### config.mk
export PLATFORM = sky130hd
export DESIGN_NAME = pattern_capture
export DESIGN_NICKNAME = d
export VERILOG_FILES = /design/src/rtl/pattern_capture.sv
export SDC_FILE = /design/constraint.sdc
export NUM_CORES = 1
export LEC_CHECK = 0
export CAP_MARGIN = 5
export CORE_MARGIN = 4
export CORE_UTILIZATION = 30
export DETAILED_ROUTE_END_ITERATION = 10
export PLACE_DENSITY_LB_ADDON = 0.12
export SETUP_SLACK_MARGIN = 0.05
export SYNTH_ARGS = -nofsm -noshare
export SYNTH_HDL_FRONTEND = slang
export SYNTH_SLANG_ARGS = --single-unit
### constraint.sdc
create_clock -name clk -period 1.5 [get_ports clk]
set_input_delay 0.15 -clock clk [delete_from_list [all_inputs] [get_ports clk]]
set_output_delay 0.15 -clock clk [all_outputs]
set_load 0.02 [all_outputs]
### src/rtl/pattern_capture.sv
//------------------------------------------------------------------------------
// +--------------------------------------------------------------------------+
// | Module      : pattern_capture                                            |
// | Description : Serial pattern receiver. On an accepted start pulse it     |
// |               samples din once per clock, assembles words MSB first,     |
// |               compares every word against a latched expected pattern     |
// |               and keeps a saturating per-run mismatch count.             |
// | Revision    : 1.0  initial release                                       |
// +--------------------------------------------------------------------------+
//
// Ports:
//   clk          in   1      system clock, rising edge
//   rst          in   1      asynchronous reset, active low
//   en           in   1      start pulse, honoured only while rdy=1
//   din          in   1      serial data, sampled every edge while capturing
//   pattern      in   WIDTH  expected word, latched at start
//   pattern_cnt  in   8      number of words minus one, latched at start
//   mask         in   WIDTH  compare mask, latched at start
//                            (only with PATTERN_CAPTURE_MASK_EN defined)
//   data         out  WIDTH  last assembled word
//   data_valid   out  1      one-cycle strobe for data/match/err_cnt update
//   match        out  1      last word equalled the (masked) pattern
//   err_cnt      out  ERR_W  mismatching words in current/last run, saturating
//   rdy          out  1      idle and able to accept en
//
// Build option:
//   PATTERN_CAPTURE_MASK_EN - adds the mask port; only bits set in mask take
//                             part in the compare (mask=0 matches every word).
//------------------------------------------------------------------------------
`default_nettype none

module pattern_capture #(
  parameter int WIDTH = 8,
  parameter int ERR_W = 8
) (
  input  logic             clk,
  input  logic             rst,
  input  logic             en,
  input  logic             din,
  input  logic [WIDTH-1:0] pattern,
  input  logic [7:0]       pattern_cnt,
`ifdef PATTERN_CAPTURE_MASK_EN
  input  logic [WIDTH-1:0] mask,
`endif
  output logic [WIDTH-1:0] data,
  output logic             data_valid,
  output logic             match,
  output logic [ERR_W-1:0] err_cnt,
  output logic             rdy
);

  localparam int c_bcw = (WIDTH > 1) ? $clog2(WIDTH) : 1;
  localparam logic [c_bcw-1:0] c_last_bit = c_bcw'(WIDTH - 1);
  localparam logic [ERR_W-1:0] c_err_max  = {ERR_W{1'b1}};

  localparam logic [0:0] c_idle    = 1'b0;
  localparam logic [0:0] c_capture = 1'b1;

  logic [0:0]       state_q, state_d;

  logic [WIDTH-1:0] pat_q,   pat_d;
  logic [7:0]       cnt_q,   cnt_d;
  logic [WIDTH-1:0] shreg_q, shreg_d;
  logic [c_bcw-1:0] bit_q,   bit_d;
  logic [7:0]       word_q,  word_d;
  logic [WIDTH-1:0] data_q,  data_d;
  logic             dv_q,    dv_d;
  logic             match_q, match_d;
  logic [ERR_W-1:0] err_q,   err_d;
`ifdef PATTERN_CAPTURE_MASK_EN
  logic [WIDTH-1:0] mask_q,  mask_d;
`endif

  logic             w_accept;
  logic             w_capture;
  logic             w_word_done;
  logic             w_last_word;
  logic [WIDTH-1:0] w_word;
  logic             w_mismatch;

  // The word being completed includes the bit sampled on this very edge.
  assign w_word = {shreg_q[WIDTH-2:0], din};

`ifdef PATTERN_CAPTURE_MASK_EN
  assign w_mismatch = (((w_word ^ pat_q) & mask_q) != '0);
`else
  assign w_mismatch = (w_word != pat_q);
`endif

  // Word index is compared before it increments, so pattern_cnt=255 yields
  // 256 words without the 8-bit counter wrapping early.
  assign w_word_done = w_capture && (bit_q == c_last_bit);
  assign w_last_word = (word_q == cnt_q);

  //--------------------------------------------------------------------------
  // FSM: state register
  //--------------------------------------------------------------------------
  always_ff @(posedge clk or negedge rst) begin
    if (!rst) begin
      state_q <= c_idle;
    end else begin
      state_q <= state_d;
    end
  end

  //--------------------------------------------------------------------------
  // FSM: next-state logic
  //--------------------------------------------------------------------------
  always_comb begin
    state_d = state_q;
    case (state_q)
      c_idle: begin
        if (en) state_d = c_capture;
      end
      c_capture: begin
        if (w_word_done && w_last_word) state_d = c_idle;
      end
      default: state_d = c_idle;
    endcase
  end

  //--------------------------------------------------------------------------
  // FSM: outputs
  //--------------------------------------------------------------------------
  always_comb begin
    rdy       = (state_q == c_idle);
    w_capture = (state_q == c_capture);
    w_accept  = (state_q == c_idle) && en;
  end

  //--------------------------------------------------------------------------
  // Datapath next-state
  //--------------------------------------------------------------------------
  always_comb begin
    pat_d   = pat_q;
    cnt_d   = cnt_q;
    shreg_d = shreg_q;
    bit_d   = bit_q;
    word_d  = word_q;
    data_d  = data_q;
    dv_d    = 1'b0;
    match_d = match_q;
    err_d   = err_q;
`ifdef PATTERN_CAPTURE_MASK_EN
    mask_d  = mask_q;
`endif

    if (w_accept) begin
      // data and match deliberately hold across a new start.
      pat_d   = pattern;
      cnt_d   = pattern_cnt;
      shreg_d = '0;
      bit_d   = '0;
      word_d  = '0;
      err_d   = '0;
`ifdef PATTERN_CAPTURE_MASK_EN
      mask_d  = mask;
`endif
    end else if (w_capture) begin
      shreg_d = w_word;
      bit_d   = bit_q + c_bcw'(1);
      if (w_word_done) begin
        bit_d   = '0;
        word_d  = word_q + 8'd1;
        data_d  = w_word;
        dv_d    = 1'b1;
        match_d = !w_mismatch;
        if (w_mismatch && (err_q != c_err_max)) begin
          err_d = err_q + ERR_W'(1);
        end
      end
    end
  end

  //--------------------------------------------------------------------------
  // Datapath registers
  //--------------------------------------------------------------------------
  always_ff @(posedge clk or negedge rst) begin
    if (!rst) begin
      pat_q   <= '0;
      cnt_q   <= '0;
      shreg_q <= '0;
      bit_q   <= '0;
      word_q  <= '0;
      data_q  <= '0;
      dv_q    <= 1'b0;
      match_q <= 1'b0;
      err_q   <= '0;
`ifdef PATTERN_CAPTURE_MASK_EN
      mask_q  <= '0;
`endif
    end else begin
      pat_q   <= pat_d;
      cnt_q   <= cnt_d;
      shreg_q <= shreg_d;
      bit_q   <= bit_d;
      word_q  <= word_d;
      data_q  <= data_d;
      dv_q    <= dv_d;
      match_q <= match_d;
      err_q   <= err_d;
`ifdef PATTERN_CAPTURE_MASK_EN
      mask_q  <= mask_d;
`endif
    end
  end

  assign data       = data_q;
  assign data_valid = dv_q;
  assign match      = match_q;
  assign err_cnt    = err_q;

endmodule

`default_nettype wire

==> run_summary.xml <==
<?xml version="1.0" encoding="UTF-8"?>
<metrics>
  <group name="grt">
    <metric name="grt_usage" unit="%">12.19</metric>
    <metric name="first_pass_grt_wire_length" unit="microns">8887</metric>
    <metric name="grt_max_degree" unit="">54</metric>
    <metric name="gr-total-overflow" unit="">0</metric>
    <metric name="first_global_vias" unit="">1875</metric>
    <metric name="grt_antenna_before_repair" unit="">0</metric>
  </group>
  <group name="cts">
    <metric name="htree_levels" unit="">2</metric>
    <metric name="reg_clk_slew_reported_paths" unit="ns">0.10</metric>
    <metric name="cts_tree" unit="">yes</metric>
    <metric name="cts.sink_count" unit="">53</metric>
    <metric name="tritoncts.num_buffers" unit="">5</metric>
    <metric name="clock_path_buffers" unit="">2</metric>
    <metric name="worst_skew_pair.late_latency" unit="ns">0.31</metric>
    <metric name="clockRootBuffer" unit="">clkbuf_8</metric>
  </group>
  <group name="floorplan">
    <metric name="rows" unit="">32</metric>
    <metric name="floorplan.core_area" unit="sq mm">0.007687</metric>
    <metric name="fp.dieW" unit="microns">96.57</metric>
    <metric name="die_height" unit="microns">96.57</metric>
    <metric name="number_of_top_level_pins" unit="">39</metric>
    <metric name="die-area" unit="sq mm">0.009326</metric>
    <metric name="effective_utilization_at_floorplan" unit="%">30.62</metric>
  </group>
  <group name="final_layout">
    <metric name="multi_input_comb_area" unit="sq mm">0.001086</metric>
    <metric name="post_route_cells_drive_above_1_share" unit="%">24.76</metric>
    <metric name="antenna_cells" unit="">0</metric>
    <metric name="n_fill_cell" unit="">790</metric>
    <metric name="final_cell_area" unit="sq mm">0.003379</metric>
    <metric name="finalNonFillerCells" unit="">417</metric>
    <metric name="nNetsFinal" unit="">338</metric>
    <metric name="final-seq-area" unit="sq mm">0.001328</metric>
    <metric name="layout-area-overhead-vs-synth" unit="%">43.59</metric>
  </group>
  <group name="worst_setup_path">
    <metric name="worst-endpoint-arrival" unit="ns">1.81</metric>
    <metric name="critical_path_required" unit="ns">1.74</metric>
    <metric name="critical_path.startpoint_type" unit="">flop</metric>
    <metric name="cp_max_fo" unit="">6</metric>
    <metric name="critPathCaptureType" unit="">flop</metric>
    <metric name="crit_type" unit="">reg2reg</metric>
  </group>
  <group name="sta">
    <metric name="highest_clock_frequency_the_design_can_meet" unit="MHz">634.2</metric>
    <metric name="slew_viol_final" unit="">0</metric>
    <metric name="setup_violations" unit="">10</metric>
    <metric name="worstMarginPinSlew" unit="ns">0.4695</metric>
    <metric name="fin_worst_skew" unit="ns">0.01171</metric>
    <metric name="final_hold_viol_count" unit="">0</metric>
    <metric name="finalCriticalPeriod" unit="ns">1.577</metric>
    <metric name="tns_setup" unit="ns">-0.4020</metric>
    <metric name="layout_worst_path_cycle_share" unit="%">105.1</metric>
    <metric name="setup_repair_after_global_routing_missed_its_margin" unit="">yes</metric>
    <metric name="worst_slack" unit="ns">-0.07686</metric>
    <metric name="max_slew_margin" unit="%">68.66</metric>
  </group>
  <group name="hold_path">
    <metric name="hp-class" unit="">in2async</metric>
  </group>
  <group name="outcome">
    <metric name="violated_checks" unit="">setup timing</metric>
    <metric name="run_status" unit="">finished, violations left</metric>
  </group>
  <group name="placed_design">
    <metric name="placedInstanceArea" unit="sq mm">0.003058</metric>
    <metric name="post-place-cells" unit="">397</metric>
    <metric name="pre_cts_ws" unit="ns">-0.3308</metric>
    <metric name="dp_hpwl" unit="microns">3674</metric>
    <metric name="gp_routability_congestion" unit="">0.7064</metric>
    <metric name="total_of_buffers_placed_on_input_and_output_ports" unit="">38</metric>
  </group>
  <group name="yosys">
    <metric name="syn-instance-count" unit="">239</metric>
    <metric name="yosys.cell_count.top_type" unit="">nand2_1</metric>
    <metric name="ys_top_cells_by_area" unit="">dfrtp_1 (56%), nand2_1 (14%), xor2_1 (4.1%)</metric>
    <metric name="synth_top_area_share" unit="%">56.35</metric>
    <metric name="synth_largest_area_cell" unit="">dfrtp_1</metric>
    <metric name="postSynthRegisterBits" unit="">53</metric>
    <metric name="postSynthAreaPerCell" unit="sq um">9.847</metric>
    <metric name="seq_area_frac_synth" unit="%">56.35</metric>
    <metric name="synthFlopType" unit="">dfrtp_1</metric>
    <metric name="mappedNetlistArea" unit="sq mm">0.002354</metric>
    <metric name="synth_cell_types" unit="">29</metric>
    <metric name="synth_warnings" unit="">0</metric>
    <metric name="syn-num-nets" unit="">263</metric>
    <metric name="synth_enable_flop_cells" unit="">0</metric>
    <metric name="ys_top_cells_by_count" unit="">nand2_1 (90), dfrtp_1 (53), xor2_1 (11), nand3_1 (9)</metric>
    <metric name="synth_async_sr_flop_share" unit="%">100.0</metric>
  </group>
  <group name="power">
    <metric name="pwr_cell_area" unit="mW/mm^2">1472</metric>
    <metric name="report.power.total" unit="mW">4.974</metric>
    <metric name="leakage_dissipation" unit="nW">1.744</metric>
    <metric name="vdd.ir_drop.worst" unit="uV">511.2</metric>
  </group>
  <group name="run">
    <metric name="drv_cap" unit="">0</metric>
  </group>
  <group name="detailed_routing">
    <metric name="drt_first_iter_violations" unit="">52</metric>
    <metric name="drt_wl_total" unit="microns">5403</metric>
    <metric name="routed-via-count" unit="">1871</metric>
    <metric name="route.detailed.drc" unit="">0</metric>
    <metric name="viasPerCell" unit="">4.487</metric>
    <metric name="avgRoutedWirePerCell" unit="microns">12.96</metric>
    <metric name="postRouteAntennaNets" unit="">0</metric>
    <metric name="first_pass_iters" unit="">4</metric>
  </group>
</metrics>
==> flip-flops by register name (all words and copies together) (netlist names) <==
| register | flops |
|---|---|
| word_q | 8 |
| cnt_q | 8 |
| err_cnt | 8 |
| match | 1 |
| data_valid | 1 |
| shreg_q | 7 |
| state_q | 1 |
| bit_q | 3 |
| pat_q | 8 |
| data | 8 |
==> power breakdown <==
part | switching (mW) | internal [mW] | leakage (nW)
Clock | 0.486 | 0.324 | 0.0439
Combinational | 0.923 | 1.01 | 1.04
Sequential | 0.366 | 1.86 | 0.656
==> layer usage <==
| metal | GRT usage, % | part of all wire (%) | wire length [microns] | vias to the layer above |
|---|---|---|---|---|
| met3 | 2.634 | 3.9 | 211 | 4 |
| met4 | 3.154 | 0.89 | 48 | 0 |
| met2 | 19.31 | 46 | 2459 | 29 |
| met5 | 0 | 0 | 0 | - |
| met1 | 16.93 | 50 | 2683 | 888 |
| li1 | - | - | - | 950 |
==> cell type report <==
type                       instances  area share (%)
inverter                           4          0.5924
clock inverter                     3          0.5183
timing repair buffer              77           21.66
multi-input combinational        173           32.14
tap                              102           3.776
clock buffer                       5           2.036
sequential                        53           39.28
==> critical path: stages (launching register included) <==
cell     delay, ns
dfrtp_1       0.40
ha_2          0.20
ha_4          0.16
nand2_4       0.08
inv_6         0.05
and3_4        0.17
and4_1        0.19
nand3_1       0.09
mux2i_1       0.18
==> worst paths after layout <==
path,start,end,slack [ns],depth (start not counted)
worst max-delay path,bit_q[1],err_cnt[5],-0.08,8
worst min-delay path,rst,shreg_q[4],0.36,3
worst max register to register,bit_q[1],err_cnt[5],-0.08,8
worst min register to register,data[0],data[0],0.48,2
max in group asynchronous,rst,state_q,0.87,3
min in group clk,pattern_cnt[7],cnt_q[7],0.36,3
==> kinds of logic (layout without fill, tap and decap cells) <==
group	Yosys count	after routing	synth area share [%]
flops	53	53	56.35
fa+ha+maj	4	4	2.127
buf+inv	13	89	2.392
compound gates	24	24	7.549
simple gates	122	122	22.65
xor+xnor	16	16	5.954
mux	7	7	2.977
==> repair_timing <==
action	in CTS	in global routing
buffers inserted	4	6
endpoints found under the setup margin	22	27
hold buffers	1	0
pin swaps	8	14
resized for setup	20	31
endpoints found under the hold margin	53	0
cloned	0	1
==> placed cells by master (no fill, tap or decap), types with 3 or more instances in the layout <==
cell             instances
o21ai_0                  3
mux2i_1                  7
dfrtp_1                 52
dlygate4sd2_1            8
nand2_4                  3
o21ai_1                  3
a22o_1                   4
nand2_1                 82
buf_6                    5
clkdlybuf4s50_1         22
buf_4                   30
nand2_2                  6
and3_1                   3
clkbuf_8                 5
xnor2_1                  5
a22o_2                   4
xor2_1                  11
dlymetal6s2s_1           6
inv_1                    3
nand3_1                  7
nand4_1                  6
==> through the flow <==
step                utilization (%)  hold slack [ns]
floorplan                         -          -0.1456
global placement              39.78           0.1734
detailed placement            39.78           0.1732
CTS                           41.78           0.3491
global route                  43.96           0.3440
finish                        43.96           0.3574
(Power assumes the default switching activity.)
